`src/rtl/uart_pkg.sv`:
```
// Shared definitions for the parametrised UART transmitter.
//   PAR_NONE/PAR_ODD/PAR_EVEN : values accepted by the PARITY parameter
//   state_t                   : transmit FSM state encoding
//   uart_div()                : clocks per bit for a clock/baud pair
package uart_pkg;

  localparam int PAR_NONE = 0;
  localparam int PAR_ODD  = 1;
  localparam int PAR_EVEN = 2;

  typedef enum logic [2:0] {
    ST_IDLE,
    ST_START,
    ST_DATA,
    ST_PARITY,
    ST_STOP
  } state_t;

  // Integer-truncated clocks per bit.
  function automatic int uart_div(input int clk_freq, input int baud);
    return clk_freq / baud;
  endfunction

endpackage

```
`src/rtl/uart_tx_param_if.sv`:
```
// Write-side handshake of the UART transmitter.
//   din       : word to send
//   din_valid : din is valid this cycle
//   din_ready : transmitter can accept a word this cycle
// master = word producer, slave = transmitter.
interface uart_tx_param_if #(
  parameter int DATA_BITS = 8
) ();

  logic [DATA_BITS-1:0] din;
  logic                 din_valid;
  logic                 din_ready;

  modport master (output din, output din_valid, input din_ready);
  modport slave  (input din, input din_valid, output din_ready);

endinterface

```
`src/rtl/uart_tx_fifo.sv`:
```
// Synchronous show-ahead FIFO feeding the transmitter.
//   clk, rst     : clock, synchronous active-high flush
//   push, wdata  : write a word (ignored when full)
//   pop, rdata   : rdata is the head word; pop discards it (ignored when empty)
//   full, empty  : occupancy flags from the extra-MSB pointers
//   level        : registered word count
module uart_tx_fifo #(
  parameter int WIDTH = 8,
  parameter int DEPTH = 16
) (
  input  logic                     clk,
  input  logic                     rst,
  input  logic                     push,
  input  logic                     pop,
  input  logic [WIDTH-1:0]         wdata,
  output logic [WIDTH-1:0]         rdata,
  output logic                     full,
  output logic                     empty,
  output logic [$clog2(DEPTH):0]   level
);

  localparam int AW = $clog2(DEPTH);

  logic [WIDTH-1:0] mem [DEPTH];
  logic [AW:0]      wptr, rptr;
  logic             do_push, do_pop;

  assign do_push = push && !full;
  assign do_pop  = pop && !empty;

  // Pointers carry one wrap bit: equal = empty, same index with the wrap
  // bit flipped = full.
  assign empty = (wptr == rptr);
  assign full  = (wptr[AW] != rptr[AW]) && (wptr[AW-1:0] == rptr[AW-1:0]);
  assign rdata = mem[rptr[AW-1:0]];

  always_ff @(posedge clk) begin
    if (do_push) mem[wptr[AW-1:0]] <= wdata;
  end

  always_ff @(posedge clk) begin
    if (rst) begin
      wptr  <= '0;
      rptr  <= '0;
      level <= '0;
    end else begin
      if (do_push) wptr <= wptr + 1'b1;
      if (do_pop)  rptr <= rptr + 1'b1;
      level <= level + (AW+1)'(do_push) - (AW+1)'(do_pop);
    end
  end

endmodule

```
`src/rtl/uart_tx_param.sv`:
```
// Buffered, parametrised UART transmitter (LSB first, configurable
// data width / parity / stop bits / FIFO depth / baud divisor).
//   clk, rst   : clock, synchronous active-high reset (aborts any frame)
//   wr         : din/din_valid/din_ready write handshake into the FIFO
//   fifo_level : words waiting, not counting the one being sent
//   tx_busy    : a frame is in progress
//   tx_p       : serial line, idles high
module uart_tx_param
  import uart_pkg::*;
#(
  parameter int CLK_FREQ   = 50_000_000,
  parameter int BAUD       = 115200,
  parameter int DATA_BITS  = 8,
  parameter int PARITY     = 0,
  parameter int STOP_BITS  = 1,
  parameter int FIFO_DEPTH = 16
) (
  input  logic                          clk,
  input  logic                          rst,
  uart_tx_param_if.slave                wr,
  output logic [$clog2(FIFO_DEPTH):0]   fifo_level,
  output logic                          tx_busy,
  output logic                          tx_p
);

  localparam int DIV = uart_div(CLK_FREQ, BAUD);
  localparam int CW  = (DIV > 2) ? $clog2(DIV) : 1;

  if (DIV < 2) begin : g_bad_div
    $error("uart_tx_param: CLK_FREQ/BAUD must be at least 2");
  end
  if (DATA_BITS < 5 || DATA_BITS > 9) begin : g_bad_width
    $error("uart_tx_param: DATA_BITS must be 5..9");
  end
  if (PARITY != PAR_NONE && PARITY != PAR_ODD && PARITY != PAR_EVEN) begin : g_bad_par
    $error("uart_tx_param: PARITY must be 0, 1 or 2");
  end
  if (STOP_BITS != 1 && STOP_BITS != 2) begin : g_bad_stop
    $error("uart_tx_param: STOP_BITS must be 1 or 2");
  end
  if (FIFO_DEPTH < 2 || (FIFO_DEPTH & (FIFO_DEPTH - 1)) != 0) begin : g_bad_depth
    $error("uart_tx_param: FIFO_DEPTH must be a power of two >= 2");
  end

  state_t               state, nxt;
  logic [CW-1:0]        cnt;
  logic [3:0]           bit_cnt;
  logic [DATA_BITS-1:0] shreg, rdata;
  logic                 par, par_bit;
  logic                 full, empty, push, pop;
  logic                 bit_end, last_data, last_stop, tx_nxt;

  assign wr.din_ready = !rst && !full;
  assign push         = wr.din_valid && wr.din_ready;

  uart_tx_fifo #(.WIDTH(DATA_BITS), .DEPTH(FIFO_DEPTH)) u_fifo (
    .clk   (clk),
    .rst   (rst),
    .push  (push),
    .pop   (pop),
    .wdata (wr.din),
    .rdata (rdata),
    .full  (full),
    .empty (empty),
    .level (fifo_level)
  );

  assign bit_end   = (cnt == CW'(DIV - 1));
  assign last_data = bit_end && (bit_cnt == 4'(DATA_BITS - 1));
  assign last_stop = bit_end && (bit_cnt == 4'(STOP_BITS - 1));
  // par holds the XOR of every data bit once the last one is on the line.
  assign par_bit   = (PARITY == PAR_EVEN) ? par : !par;

  always_ff @(posedge clk) begin
    if (rst) state <= ST_IDLE;
    else     state <= nxt;
  end

  always_comb begin
    nxt = state;
    case (state)
      ST_IDLE:   if (!empty)   nxt = ST_START;
      ST_START:  if (bit_end)  nxt = ST_DATA;
      ST_DATA:   if (last_data) nxt = (PARITY != PAR_NONE) ? ST_PARITY : ST_STOP;
      ST_PARITY: if (bit_end)  nxt = ST_STOP;
      ST_STOP:   if (last_stop) nxt = empty ? ST_IDLE : ST_START;
      default:                 nxt = ST_IDLE;
    endcase
  end

  // Pop and next line level. At a frame boundary the line goes low exactly
  // when a word is popped, otherwise it stays at the idle level.
  always_comb begin
    pop    = 1'b0;
    tx_nxt = tx_p;
    case (state)
      ST_IDLE: begin
        pop    = !empty;
        tx_nxt = empty;
      end
      ST_START:  if (bit_end) tx_nxt = shreg[0];
      ST_DATA: begin
        if (last_data)    tx_nxt = (PARITY == PAR_NONE) ? 1'b1 : par_bit;
        else if (bit_end) tx_nxt = shreg[0];
      end
      ST_PARITY: if (bit_end) tx_nxt = 1'b1;
      ST_STOP: begin
        if (last_stop) begin
          pop    = !empty;
          tx_nxt = empty;
        end
      end
      default:   tx_nxt = 1'b1;
    endcase
  end

  always_ff @(posedge clk) begin
    if (rst) begin
      tx_p    <= 1'b1;
      tx_busy <= 1'b0;
      cnt     <= '0;
      bit_cnt <= '0;
      shreg   <= '0;
      par     <= 1'b0;
    end else begin
      tx_p    <= tx_nxt;
      tx_busy <= (nxt != ST_IDLE);
      if (pop) begin
        cnt     <= '0;
        bit_cnt <= '0;
        shreg   <= rdata;
        par     <= 1'b0;
      end else if (state != ST_IDLE) begin
        cnt <= bit_end ? '0 : cnt + 1'b1;
        if (bit_end) begin
          // A data bit leaves the shifter whenever it is put on the line.
          if (state == ST_START || (state == ST_DATA && !last_data)) begin
            shreg <= shreg >> 1;
            par   <= par ^ shreg[0];
          end
          bit_cnt <= ((state == ST_DATA && !last_data) || (state == ST_STOP && !last_stop))
                     ? bit_cnt + 1'b1 : '0;
        end
      end
    end
  end

endmodule

```
`src/flat_wrapper.sv`:
```
// flat-port wrapper written by rule: the top's interface ports become plain ports
module uart_tx_param_flat import uart_pkg::*;
#(
  parameter int CLK_FREQ   = 50_000_000,
  parameter int BAUD       = 115200,
  parameter int DATA_BITS  = 8,
  parameter int PARITY     = 0,
  parameter int STOP_BITS  = 1,
  parameter int FIFO_DEPTH = 16
)
  (clk, rst, fifo_level, tx_busy, tx_p, wr_din, wr_din_valid, wr_din_ready);
  uart_tx_param_if #(.DATA_BITS(DATA_BITS)) wr_i ();
  input  logic clk;
  input  logic rst;
  output logic [$clog2(FIFO_DEPTH):0] fifo_level;
  output logic tx_busy;
  output logic tx_p;
  input wire logic [$bits(wr_i.din)-1:0] wr_din;
  input wire logic [$bits(wr_i.din_valid)-1:0] wr_din_valid;
  output wire logic [$bits(wr_i.din_ready)-1:0] wr_din_ready;
  assign wr_i.din = wr_din;
  assign wr_i.din_valid = wr_din_valid;
  assign wr_din_ready = wr_i.din_ready;
  uart_tx_param #(.CLK_FREQ(CLK_FREQ), .BAUD(BAUD), .DATA_BITS(DATA_BITS), .PARITY(PARITY), .STOP_BITS(STOP_BITS), .FIFO_DEPTH(FIFO_DEPTH)) u_core (.clk(clk), .rst(rst), .wr(wr_i), .fifo_level(fifo_level), .tx_busy(tx_busy), .tx_p(tx_p));
endmodule
```
`config.mk`:
```
export PLATFORM = sky130hd
export DESIGN_NAME = uart_tx_param_flat
export DESIGN_NICKNAME = d
export VERILOG_FILES = /design/src/rtl/uart_pkg.sv /design/src/rtl/uart_tx_param_if.sv /design/src/rtl/uart_tx_fifo.sv /design/src/rtl/uart_tx_param.sv /design/src/flat_wrapper.sv
export SDC_FILE = /design/constraint.sdc
export NUM_CORES = 1
export LEC_CHECK = 0
export CAP_MARGIN = 20
export CORE_UTILIZATION = 35
export CTS_BUF_LIST = sky130_fd_sc_hd__clkbuf_8
export DETAILED_ROUTE_END_ITERATION = 7
export GPL_TIMING_DRIVEN = 0
export PLACE_DENSITY = 0.52
export SLEW_MARGIN = 25
export SYNTH_ARGS = -nofsm -noshare
export SYNTH_HDL_FRONTEND = slang
export SYNTH_SLANG_ARGS = --single-unit
```
`constraint.sdc`:
```
create_clock -name clk -period 3.7 [get_ports clk]
set_input_delay 0.74 -clock clk [delete_from_list [all_inputs] [get_ports clk]]
set_output_delay 0.74 -clock clk [all_outputs]
set_load 0.005 [all_outputs]
```
# Yosys cells after proc, flatten, opt, wreduce, memory -nomap -nowiden
# Memories as Yosys holds them, arrays and structs flattened. A register that Yosys moved wholly into a read port is not among the register bits.
# Cells that the tools add are included.
# W data, S select, Z words.
# word_totals
output_inout_bits	8
n_memories	1
ram_bits	128
register_bits	41
in_bits	11
# memory_table
name	words	width	read_ports	rd_clocked_by_memory_dff	write_ports	line	rtl
u_core.u_fifo.mem	16	8	1	1	1	uart_tx_fifo.sv:24	logic [WIDTH-1:0] mem [DEPTH];
# op_classes
muxes	24
eq_ne	11
n_reduce_logical	27
add_sub_neg	6
# ops
op	n
$mux W8	4
$mux W3	5
$pmux W3 S5	1
$mux W4	3
$add A5 B1 Y5 const B	2
$add A9 B1 Y9 const B	1
$eq A9 B9 Y1 const B	1
$logic_and A1 B1 Y1	9
$mux W9	1
$mux W1	8
$eq A3 B2 Y1 const B	2
$reduce_bool A2 Y1	3
$reduce_bool A3 Y1	2
$add A5 B1 Y5	1
$eq A5 B5 Y1	1
$logic_not A1 Y1	5
$pmux W1 S5	1
$sub A5 B1 Y5	1
$add A4 B1 Y4 const B	1
$eq A4 B3 Y1 const B	1
$eq A4 B4 Y1	1
$logic_not A4 Y1	1
$ne A2 B1 Y1 const B	2
$reduce_and A2 Y1	2
8 further kinds	9

# Logic depth before layout (Yosys ltp)
# depth
word_depth	9
mapped_depth	17
depth_no_buf	15

# Hierarchy
# Synthesis repeated with hierarchy kept, for this count alone.
# hier_totals
hier_cells	463
hier_area_um2	7483.4
# modules_own_cells
module	area_each_um2	seq_area_each_um2	instances	cells_per_inst
uart_tx_fifo	6048.3	4224.1	1	307
uart_tx_param	1435.1	520.5	1	156

# Worst setup path after synthesis
# OpenSTA, ideal clock, no wires.
# synth_timing
path_kind	register -> register
from	register u_core.cnt[2]
to	register u_core.u_fifo.level[4]
slack_ps	492
synth_period_minus_slack_ps	3208
stages_incl_launch_ff	16
path_buffers	2
arrival_ps	3080
cell_sequence	dfxtp_1 > or4b_4 > or2_0 > buf_2 > a221o_1 > clkbuf_1 > or2_1 > nand2_1 > ha_1 > inv_1 > fa_1 > inv_1 > a21o_1 > a21oi_1 > xnor2_1 > nor2_1
# synth_between
elab_chain_cells	6
# synth_rtl
item	line	rtl
start: declaration	uart_tx_param.sv:46	logic [CW-1:0] cnt;
start signal: assignment	uart_tx_param.sv:134	cnt <= bit_end ? '0 : cnt + 1'b1;
$eq A9 B9 Y1	uart_tx_param.sv:68	assign bit_end = (cnt == CW'(DIV - 1));
$logic_and A1 B1 Y1	uart_tx_param.sv:70	assign last_stop = bit_end && (bit_cnt == 4'(STOP_BITS - 1));
$mux W1	uart_tx_param.sv:108	if (last_stop) begin
$pmux W1 S2	uart_tx_param.sv:96	case (state)
$logic_and A1 B1 Y1	uart_tx_fifo.sv:29	assign do_pop = pop && !empty;
$sub A5 B1 Y5	uart_tx_fifo.sv:49	level <= level + (AW+1)'(do_push) - (AW+1)'(do_pop);
end signal: assignment	uart_tx_fifo.sv:49	
end: declaration	uart_tx_fifo.sv:19	output logic [$clog2(DEPTH):0] level
# No other way between the ends.
# A chain may end at the register's enable or synchronous reset.

# Worst setup path in the final report
# Same ends and word-level chain as after synthesis.

==> impl_metrics.json <==
{
  "swShare_pct": 29.02,
  "ys_async_sr_fraction_pct": 0,
  "nets": 530,
  "core-area_mm2": 0.01972,
  "grt_pass1_vias": 4106,
  "htreeDepth": 4,
  "place_congestion": 0.7610,
  "clock_latency_ns": 0.46,
  "rrSetupSlack_ns": 0.31,
  "drtAntennaViolNets": 0,
  "gr-usage-met3_pct": 3.302,
  "report.final.setup_viol": 0,
  "critPathKind": "register to register",
  "rsz0062_at_grt": "false",
  "timing.hold.ws_ns": 0.4823,
  "dieArea_mm2": 0.02101,
  "start_util_pct": 36.28,
  "grt-ovfl-total": 0,
  "holdCritPathClass": "register to register",
  "cp_slowest_stage_delay_ns": 0.58,
  "seqPwrFrac_pct": 49.9,
  "clock_skew_ns": 0.01705,
  "io_pins": 19,
  "cap_violations": 0,
  "fp-row-count": 51,
  "switchingPower_mw": 1.314,
  "cts_buffer_depth": 2,
  "cts_tree": "yes",
  "peakVddDrop_mv": 0.2912,
  "clock-sinks": 173,
  "crit_start": "u_core.cnt[2]$_SDFFE_PP0P_",
  "track_usage_pct": 15.06,
  "slew_violations": 0,
  "viasPerCell": 5.050,
  "routed_wirelength_mm": 14.67,
  "drt-initial-drc-count": 229,
  "grt_pass1_wl_mm": 23.56,
  "synth_largest_area_cell": "edfxtp_1",
  "synth-edff-count": 128,
  "rr_worst_depth": 14,
  "power_frac_clock_pct": 28.0,
  "syn_area_per_cell_um2": 15.28,
  "io_buffers": 17,
  "root_buffer": "clkbuf_8",
  "crit_slowest_cell": "or4b_4",
  "reg2reg_from": "u_core.cnt[2]$_SDFFE_PP0P_",
  "min_period_ns": 3.388,
  "route.detailed.wl_per_inst_um": 18.76,
  "syn_inst": 468,
  "crit_chain": "or4b_4 > or2_0 > buf_2 > a221o_1 > or2_1 > nand2_1 > ha_1 > inv_1 > fa_1 > inv_1 > a21o_1 > a21oi_1 > xnor2_1 > nor2_1",
  "fin_setup_tns_ns": 0,
  "p_leak_nw": 2.685,
  "postSynthNetCount": 493,
  "synth.top_cell.area_share_pct": 53.73,
  "numCtsBuffers": 17,
  "use_met2_pct": 24.16,
  "power_per_cell_area_mw_per_mm2": 561.9,
  "pwr-share-comb_pct": 22.1,
  "die_h_um": 145.0,
  "crit_path_start_kind": "register",
  "syn_to_final_growth_pct": 12.68,
  "cpMostUsedCell": "inv_1",
  "nFillCells": 1790,
  "fmax_mhz": 295.2,
  "place_inst": 752,
  "clk_pin_slew_ns": 0.10,
  "tightestPinTransition_ns": 0.9294,
  "reg2reg_to": "u_core.u_fifo.level[4]$_SDFF_PP0_",
  "finalHoldViolCount": 0,
  "synth_area_leaders": "edfxtp_1 (54%), dfxtp_1 (13%), mux4_2 (10%), ha_1 (2.3%), nor2_1 (1.8%)",
  "end_kind": "register",
  "synth_cell_type_count": 48,
  "antenna_found_initial": 0,
  "crit_path_end": "u_core.u_fifo.level[4]$_SDFF_PP0_",
  "yosysWarnings": 0,
  "vias": 3949,
  "drtPass1Iterations": 5,
  "grt_max_degree": 17,
  "synth_seq_cells": 173,
  "cp.arrival_ns": 3.71,
  "synth_area_mm2": 0.007153,
  "finalCritPeriodShare_pct": 91.56,
  "p_int_mw": 3.215,
  "busiest_layer": "met2",
  "slew_headroom_pct": 37.81,
  "dp.final_hpwl_mm": 10.00,
  "crit_path_max_fanout": 13,
  "ys.flop_type": "edfxtp_1",
  "ys_seq_area_share_pct": 66.33,
  "min_from": "u_core.shreg[7]$_SDFFE_PP0P_",
  "drive_above_1_share_pct": 16.05,
  "diodes": 0,
  "cp.required_ns": 4.03,
  "grt_use_met1_pct": 20.00,
  "finalNonFillerCells": 782,
  "status": "completed",
  "dieWidth_um": 145.0,
  "drc": 0
}
==> what timing repair did <==
item                       in CTS  in global routing
hold buffers                    0                  0
gates resized for setup         0                  1
setup endpoints to repair       0                  1
setup buffers                   0                  0
==> sequential cells by signal, summed over array words and instances (netlist names), named ones only <==
signal and cells:
u_core.u_fifo.rptr 5, u_core.u_fifo.level 5, u_core.bit_cnt 4, u_core.tx_busy 1, u_core.u_fifo.wptr 5, u_core.cnt 9, u_core.state 3, u_core.u_fifo.mem 128
u_core.tx_p 1, u_core.shreg 8
==> per-layer routing <==
metal | vias up | part of all wire (%)
met4 | 0 | 1.3
met5 | - | 0
met3 | 17 | 2.9
li1 | 1863 | -
met2 | 57 | 49
met1 | 2012 | 47
==> placed cells by master (no fill, tap or decap), types with 3 or more instances in the layout <==
cell type and count:
a211oi_1 5, a21o_1 4, a21oi_1 19, a221oi_1 7
a22o_1 6, and3_1 4, and4_1 3, buf_2 5
clkbuf_1 16, clkbuf_8 17, clkdlybuf4s50_1 17, dfxtp_1 45
edfxtp_1 128, ha_1 13, inv_1 14, inv_6 5
mux2i_1 12, mux4_2 33, nand2_1 14, nand2b_1 8
nand3_1 8, nand4_1 3, nor2_1 35, nor2b_1 9
nor3_2 4, o21ai_0 11, or2_2 3, or3_1 12
xnor2_1 7, xor2_1 13
==> synthesized netlist by cell type (all sizes together) (2+ instances only) <==
cell type / number
a21oi: 19
nor3: 6
dfxtp: 45
nand3: 8
and4: 3
nor2b: 9
a211oi: 5
mux2i: 12
xor2: 13
inv: 13
nand2b: 8
xnor2: 7
a221oi: 7
nand2: 14
ha: 13
o21ai: 11
or2: 5
a22o: 6
and2: 2
mux4: 33
nand3b: 2
nand4: 3
or3: 12
and3: 4
clkbuf: 17
o31ai: 2
edfxtp: 128
a22oi: 2
buf: 7
a21o: 4
nor2: 35
==> stage by stage <==
stage | power, mW | worst slack (ns) | util [%] | area [um^2]
after floorplan | 3.006 | 0.4924 | - | 7153
after global placement | 3.293 | -0.01949 | 38.82 | 7655
after detailed placement | 3.319 | 0.1752 | 39.00 | 7690
after CTS | 4.577 | 0.1409 | 40.87 | 8058
after global routing | 4.769 | 0.09177 | 40.88 | 8060
final | 4.529 | 0.3122 | 40.88 | 8060
==> logic make-up (layout without fill, tap and decap cells) <==
family	count (synthesis)	after routing	share of synthesized area [%]
buffers and inverters	37	86	2.134
xor gates and xnor gates	20	20	2.449
AOI/OAI and AO/OA	64	64	6.017
adders and majority gates	14	14	2.554
muxes	46	46	12.23
and+or+nand+nor	114	114	8.291
DFF	173	173	66.33
==> power groups by stage <==
stage / logic (mW) / registers (mW) / clock network [mW]
global route: 1.12 / 2.28 / 1.37
finish: 1.00 / 2.26 / 1.27
detailed placement: 1.01 / 2.31 / 0
CTS: 1.02 / 2.26 / 1.30
global placement: 0.993 / 2.30 / 0
floorplan: 0.716 / 2.29 / 0
==> cell type report <==
type | instances | area [um^2] | share of cell area, %
Tap cell | 265 | 331.6 | 4.114
Sequential cell | 173 | 4745 | 58.86
Timing Repair Buffer | 19 | 185.2 | 2.297
Inverter | 13 | 48.80 | 0.6054
Buffer | 23 | 100.1 | 1.242
Multi-Input combinational cell | 258 | 2282 | 28.31
Clock inverter | 14 | 133.9 | 1.661
Clock buffer | 17 | 234.0 | 2.903
==> worst max-delay path: cells and delay by family, from the launching register on <==
family	cells	cell delay, ns
adders and majority gates	2	0.55
AOI/OAI and AO/OA	3	0.66
buffers and inverters	3	0.28
and+or+nand+nor	5	1.24
xor gates and xnor gates	1	0.16
DFF	1	0.36
==> how the worst min path moves through the flow <==
stage                                    to  cells after the start  slack, ns
2_1_floorplan  u_core.shreg[7]$_SDFFE_PP0P_                      2       0.44
3_3_place_gp   u_core.shreg[7]$_SDFFE_PP0P_                      2       0.45
3_5_place_dp   u_core.shreg[7]$_SDFFE_PP0P_                      2       0.46
4_1_cts        u_core.shreg[7]$_SDFFE_PP0P_                      2       0.48
5_1_grt        u_core.shreg[7]$_SDFFE_PP0P_                      2       0.50
6_report       u_core.shreg[7]$_SDFFE_PP0P_                      2       0.48
(Power assumes the default switching activity.)
